==> src/rtl/iiitb_gc_rx.sv <==
// Gray-code link receiver: synchronizes the pad bus, decodes it and classifies each change as a +/-1 step or an error.
// Optional modular position counter is enabled by defining IIITB_GC_RX_POS_EN.
module iiitb_gc_rx #(
  parameter int unsigned WIDTH       = 8,
  parameter int unsigned SYNC_STAGES = 2
) (
  input  logic             clk,
  input  logic             reset,
  input  logic             enable,
  input  logic [WIDTH-1:0] gray_in,
  output logic [WIDTH-1:0] bin_out,
  output logic             valid,
  output logic             dir_up,
  output logic             step_err,
  output logic [7:0]       err_count,
  output logic             locked,
  output logic [15:0]      pos
);

  typedef enum logic {ACQUIRE, TRACK} state_e;

  state_e                              state_q, state_d;
  logic [SYNC_STAGES-1:0][WIDTH-1:0]   sync_q;
  logic [WIDTH-1:0]                    prev_q, prev_d;
  logic [WIDTH-1:0]                    bin_q, bin_d;
  logic                                valid_q, valid_d;
  logic                                dir_q, dir_d;
  logic                                err_q, err_d;
  logic [7:0]                          cnt_q, cnt_d;
  logic                                locked_q, locked_d;
  logic [WIDTH-1:0]                    cur, cur_bin, delta;

  assign cur = sync_q[SYNC_STAGES-1];

  always_comb begin
    cur_bin            = '0;
    cur_bin[WIDTH-1]   = cur[WIDTH-1];
    for (int unsigned i = 1; i < WIDTH; i++)
      cur_bin[WIDTH-1-i] = cur_bin[WIDTH-i] ^ cur[WIDTH-1-i];
  end

  // bin_q always holds the decode of prev_q, so it serves as the previous binary value
  assign delta = cur_bin - bin_q;

  always_ff @(posedge clk) begin
    if (reset) begin
      sync_q   <= '0;
      state_q  <= ACQUIRE;
      prev_q   <= '0;
      bin_q    <= '0;
      valid_q  <= 1'b0;
      dir_q    <= 1'b0;
      err_q    <= 1'b0;
      cnt_q    <= '0;
      locked_q <= 1'b0;
    end else begin
      sync_q   <= {sync_q[SYNC_STAGES-2:0], gray_in};
      state_q  <= state_d;
      prev_q   <= prev_d;
      bin_q    <= bin_d;
      valid_q  <= valid_d;
      dir_q    <= dir_d;
      err_q    <= err_d;
      cnt_q    <= cnt_d;
      locked_q <= locked_d;
    end
  end

  always_comb begin
    state_d = state_q;
    case (state_q)
      ACQUIRE: if (enable)  state_d = TRACK;
      TRACK:   if (!enable) state_d = ACQUIRE;
      default: state_d = ACQUIRE;
    endcase
  end

  always_comb begin
    prev_d   = prev_q;
    bin_d    = bin_q;
    valid_d  = 1'b0;
    dir_d    = dir_q;
    err_d    = 1'b0;
    cnt_d    = cnt_q;
    locked_d = (state_d == TRACK);
    if (enable) begin
      if (state_q == ACQUIRE) begin
        prev_d = cur;
        bin_d  = cur_bin;
      end else if (cur != prev_q) begin
        prev_d = cur;
        bin_d  = cur_bin;
        if (delta == WIDTH'(1)) begin
          valid_d = 1'b1;
          dir_d   = 1'b1;
        end else if (delta == '1) begin
          valid_d = 1'b1;
          dir_d   = 1'b0;
        end else begin
          err_d = 1'b1;
          if (cnt_q != 8'hFF) cnt_d = cnt_q + 8'd1;
        end
      end
    end
  end

`ifdef IIITB_GC_RX_POS_EN
  logic [15:0] pos_q, pos_d;

  always_comb begin
    pos_d = pos_q;
    if (valid_d) pos_d = dir_d ? pos_q + 16'd1 : pos_q - 16'd1;
  end

  always_ff @(posedge clk) begin
    if (reset) pos_q <= '0;
    else       pos_q <= pos_d;
  end

  assign pos = pos_q;
`else
  assign pos = '0;
`endif

  assign bin_out   = bin_q;
  assign valid     = valid_q;
  assign dir_up    = dir_q;
  assign step_err  = err_q;
  assign err_count = cnt_q;
  assign locked    = locked_q;

endmodule

==> config.mk <==
export PLATFORM = sky130hd
export DESIGN_NAME = iiitb_gc_rx
export DESIGN_NICKNAME = d
export VERILOG_FILES = /design/src/rtl/iiitb_gc_rx.sv
export SDC_FILE = /design/constraint.sdc
export NUM_CORES = 1
export LEC_CHECK = 0
export CORE_MARGIN = 1.5
export CORE_UTILIZATION = 51
export CTS_CLUSTER_SIZE = 10
export DETAILED_ROUTE_END_ITERATION = 8
export GPL_ROUTABILITY_DRIVEN = 0
export GPL_TIMING_DRIVEN = 0
export PLACE_DENSITY_LB_ADDON = 0.05
export SLEW_MARGIN = 20
export SYNTH_ARGS = -nofsm -noshare
export SYNTH_HDL_FRONTEND = slang
export SYNTH_SLANG_ARGS = --single-unit
==> constraint.sdc <==
create_clock -name clk -period 4.7 [get_ports clk]
set_input_delay 0.705 -clock clk [delete_from_list [all_inputs] [get_ports clk]]
set_output_delay 0.705 -clock clk [all_outputs]
set_load 0.02 [all_outputs]
=== Word level (Yosys, flattened, before mapping) ===
Index checks and enable logic that the tools add are counted.

* Bits in registers: 44
* Bits of input ports: 11
* Output and inout bits: 36
* Logic and storage cells: 44

* $add $sub $neg: 2
* Equal/unequal tests: 5
* Muxes and demuxes: 10
* Bitwise gates (word level): 12
* Reduce and logical (&&, ||, !) cells: 6

{| class="wikitable"
|+ Operator list
! operator !! number
|-
| $mux W8 || 4
|-
| $add A8 B1 Y8 const B || 1
|-
| $eq A8 B1 Y1 const B || 1
|-
| $eq A8 B8 Y1 const B || 1
|-
| $ne A8 B8 Y1 || 1
|-
| $ne A8 B8 Y1 const B || 1
|-
| $sub A8 B8 Y8 || 1
|-
| $xor A1 B1 Y1 || 7
|-
| $mux W1 || 6
|-
| $reduce_and A6 Y1 || 1
|-
| $not A1 Y1 || 5
|-
| $reduce_or A5 Y1 || 1
|-
| $reduce_and A4 Y1 || 1
|-
| $reduce_or A4 Y1 || 1
|-
| $ne A2 B1 Y1 const B || 1
|-
| $reduce_and A2 Y1 || 1
|-
| $reduce_bool A2 Y1 || 1
|}

=== Logic depth before layout (Yosys ltp) ===
* Depth after elaboration: 11
* Mapped depth: 15
* Mapped depth without buffers: 15

=== Least setup slack after synthesis ===
OpenSTA, ideal clock, no wires.

* Kind: reg-to-reg
* Start: register sync_q (netlist bit cur[6])
* End: register cnt_q[3] (netlist: err_count[3])
* Library setup time: 0.121 ns
* Arrival: 3.823 ns
* Data required time: 4.579 ns
* Setup slack: 0.756 ns
* Stages on the path, launching flop included: 16
* Buffers on the path: 0
* Period minus slack after synthesis: 3.944 ns
* Cell sequence: dfxtp_1 xor2_2 xor2_4 xnor2_4 xor2_4 xor2_4 xnor2_2 ha_1 fa_1 nand2b_1 a2111oi_2 a211oi_2 nor3_1 o21ai_1 a21boi_0 mux2_2

* Longest elaborated chain between the ends: 11
* Elaborated cells between the ends (all ways): 14
* Those cells by class: 1 x add/sub; 3 x eq/ne; 9 x bitwise; 1 x reduce/logical

{| class="wikitable"
|+ RTL lines
! element !! line !! source
|-
| start: declaration || 23 || <nowiki>logic [SYNC_STAGES-1:0][WIDTH-1:0] sync_q;</nowiki>
|-
| start signal: assignment || 57 || <nowiki>sync_q <= {sync_q[SYNC_STAGES-2:0], gray_in};</nowiki>
|-
| $xor A1 B1 Y1 * || 39 || <nowiki>cur_bin[WIDTH-1-i] = cur_bin[WIDTH-i] ^ cur[WIDTH-1-i];</nowiki>
|-
| net cur_bin[6] || 31 || <nowiki>logic [WIDTH-1:0] cur, cur_bin, delta;</nowiki>
|-
| $xor A1 B1 Y1 * || 39 ||
|-
| net cur_bin[5] || 31 ||
|-
| $xor A1 B1 Y1 * (2 in a row) || 39 ||
|-
| net cur_bin[3] || 31 ||
|-
| $xor A1 B1 Y1 * || 39 ||
|-
| net cur_bin[2] || 31 ||
|-
| $xor A1 B1 Y1 * || 39 ||
|-
| net cur_bin[1] || 31 ||
|-
| $xor A1 B1 Y1 || 39 ||
|-
| $sub A8 B8 Y8 * || 43 || <nowiki>assign delta = cur_bin - bin_q;</nowiki>
|-
| $eq A8 B8 Y1 / $eq A8 B1 Y1 (equally long branches) || 96, 93 ||
|-
| $not A1 Y1 (no line) || n/a ||
|-
| $reduce_and A6 Y1 (no line) * || n/a ||
|-
| end signal: assignment || 64 || <nowiki>cnt_q <= cnt_d;</nowiki>
|-
| end: declaration || 29 || <nowiki>logic [7:0] cnt_q, cnt_d;</nowiki>
|}

The timed path passes the listed nets; every way through them passes the cells marked *.
A chain may end at the register's enable or synchronous reset.

=== Worst setup path in the final report ===
Same ends and word-level chain as after synthesis.

==> results by group <==
Clock tree
  • CTS H-tree depth: 2
  • Worst-case clock buffer depth: 2
  • Clock slew seen by the registers of the worst setup and hold paths: 90 ps
  • TritonCTS Buffers: 5
  • Root Driver: clkbuf_8
  • Post-CTS Hold Buffers: 0
  • Clock sink total: 43
  • Worst skew pair latency: 290 ps
  • CTS tree: built

Finish
  • # nets final: 325
  • Fillers: 389
  • Area Overhead vs Synth: 24.5%
  • Layout cells sized above 1: 15.4%
  • Layout Cells excl Fill: 358
  • Area of the multi-input gates: 1370 um2
  • Ant. Diodes: 0
  • Commonest non-fill, non-tap cell in the layout: dfxtp_1
  • Utilization after layout: 66.5%
  • Reg area: 861 um2
  • Commonest cells after routing, fill and taps aside: 43 x dfxtp_1, 38 x nor2_1, 30 x clkdlybuf4s50_1

Place
  • Placed Cells incl. Taps: 350
  • Detailed Place HPWL: 3.12 mm
  • Input/output buffers: 30

Power and ir drop
  • Clock network power share: 33.9%
  • Leakage: 1.20 nW
  • Total design power: 1.04 mW
  • Sequential share of power: 37.8%
  • Pwr/cell area: 354 nW/um2
  • Comb pwr share: 28.4%
  • Sw power: 313 uW
  • Net Sw Frac: 30.2%
  • Internal: 725 uW
  • Worst VDD drop: 0.000227 V

Critical path
  • Crit. End Element: flop
  • CP Data Required Time: 4890 ps
  • Crit-path cells: xor2_4 > xor2_4 > xnor2_4 > xor2_4 > xor2_4 > xnor2_2 > ha_1 > fa_1 > nand2b_1 > a21o_1 > a211oi_2 > nor3b_2 > o21ai_2 > a21boi_0 > mux2_2
  • Reg2reg path depth: 15
  • Worst EP arrival: 4590 ps
  • Worst stage delay on the critical path: 480 ps
  • Critical-path top delay cell: dfxtp_1
  • Startpoint Class: flop
  • CP most frequent cell: xor2_4
  • Crit-path max FO: 5
  • Worst setup path class: reg2reg

Route
  • Post-route DRC violation count: 0
  • WL met2: 1.82 mm
  • Max layer used: met4
  • Total Wirelength: 4.13 mm
  • 1st-pass router iterations: 4
  • DR WL met3: 198 um
  • Vias/cell: 4.84
  • DRC marker count from the first detailed-route iteration: 76
  • WL/cell: 11.5 um
  • Met1 WL: 2.04 mm
  • Routed vias: 1733
  • Post-route ant nets: 0

Timing
  • Slew HR: 55.3%
  • Fin. Hold Viols: 0
  • Final setup violation count: 0
  • Clock skew after layout: 6.06 ps
  • Slew @ Worst Pin: 667 ps
  • WHS: 440 ps
  • Setup TNS: 0 ps
  • Final Max Tran Viols: 0
  • Final Cycle Share: 93.7%
  • Unrepaired setup endpoints after global routing: false
  • Crit path time final: 4400 ps
  • Fmax: 227 MHz

Yosys
  • Synth Flop Type: dfxtp_1
  • Largest cells by area after synthesis: dfxtp_1 36%, nor2b_1 6.1%, nor2_1 6.0%, buf_4 5.4%, ha_1 4.2%
  • #FFs+latches synth: 43
  • Mean post-synth cell area: 9.32 um2
  • Cell variety after synth: 50
  • Post-synthesis async set-or-reset flop share: 0%
  • Post-synth top area cell: dfxtp_1
  • Share of the synthesized area in the top cell type: 36.5%
  • Synthesized instance count: 253
  • Seq/Total Area, Yosys: 36.5%
  • Synth Warn #: 0
  • Synthesized area: 2360 um2
  • Post-synth EDFFs: 0

Global routing
  • First-pass GRT wire length: 6.93 mm
  • Initial antenna violation count: 0
  • Gr ovfl total: 0
  • GRT Total Usage: 17.4%
  • Vias in the first global route: 1565
  • Largest net degree at the start of global routing: 16

Flow run
  • Max cap viols: 0

Floorplan
  • # rows: 24
  • Die H: 71.0 um
  • Core Region: 4410 um2
  • Initial core utilization: 53.4%
  • Die area: 5040 um2
  • Top-Level Pins: 47
  • Chip width: 71.0 um

Min path
  • Min-Delay Path Depth: 1
  • Worst min path class: reg2reg

Outcome
  • Status: finished clean
==> path summary, 6_finish.rpt <==
| check | startpoint | to | slack [ps] |
|---|---|---|---|
| min reg2reg | sync_q[2] | cur[2] | 440 |
| min | sync_q[2] | cur[2] | 440 |
| max reg2reg | cur[6] | err_count[3] | 300 |
| max | cur[6] | err_count[3] | 300 |
==> flip-flops by register name (all words and copies together), names as in the netlist <==
register,flops
sync_q,8
valid,1
cur,8
step_err,1
prev_q,8
bin_out,7
locked,1
dir_up,1
err_count,8
==> power groups by stage <==
| stage | Combinational (mW) | Clock [mW] | Sequential, mW |
|---|---|---|---|
| floorplan | 0.219 | 0 | 0.409 |
| global placement | 0.288 | 0 | 0.401 |
| detailed placement | 0.291 | 0 | 0.401 |
| CTS | 0.294 | 0.359 | 0.392 |
| global route | 0.326 | 0.375 | 0.395 |
| finish | 0.295 | 0.352 | 0.392 |
==> worst max-delay path, delay by kind of cell, from the launching register on <==
| family | cells | cell delay (ps) |
|---|---|---|
| simple gates | 2 | 580 |
| mux | 1 | 350 |
| compound gates | 4 | 930 |
| flops | 1 | 480 |
| xor+xnor | 6 | 1370 |
| fa+ha+maj | 2 | 600 |
==> final cells by class <==
cell class                      instances  area share, %
Inverter                               12           1.53
Sequential cell                        43           29.3
Clock inverter                          3           2.43
Clock buffer                            5           2.34
Tap cell                               52           2.22
Multi-Input combinational cell        189           46.7
Timing Repair Buffer                   30           10.2
Buffer                                 24           5.28
==> cell families after synthesis <==
| family | synth area share (%) |
|---|---|
| xor gates and xnor gates | 11.2 |
| buffers and inverters | 8.49 |
| and+or+nand+nor | 20.4 |
| adders and majority gates | 5.09 |
| DFF | 36.5 |
| muxes | 7.16 |
| other | 0.159 |
| AOI/OAI and AO/OA | 11.0 |
==> synth_stat cells (all sizes together), types with 2 or more instances <==
cell type,instances
dfxtp,43
nor2,38
nor2b,23
buf,19
xnor2,13
inv,12
a21oi,10
mux2i,9
ha,8
mux2,7
xor2,7
clkbuf,5
nand2,5
nand2b,5
nand3,5
nand4,5
o21ai,5
a21boi,4
nor3b,4
a211oi,3
nor3,3
a21o,2
o22ai,2
==> stage by stage <==
step                      setup slack, ps  instance area, um2
after floorplan                       756                2410
after global placement                274                2780
after detailed placement              257                2780
after CTS                             233                2920
after global routing                 39.2                2940
final                                 298                2940
==> per-layer routing <==
layer	GRT usage (%)	up-vias
li1	-	918
met1	22.4	768
met2	28.0	43
met3	4.70	4
met4	6.50	0
met5	0	-
==> repair_timing <==
action	CTS	global route
endpoints found under the hold margin	0	0
resized for setup	0	2
endpoints found under the setup margin	0	2
setup buffers	0	0
Note: power is estimated with default switching activity, not from simulation.
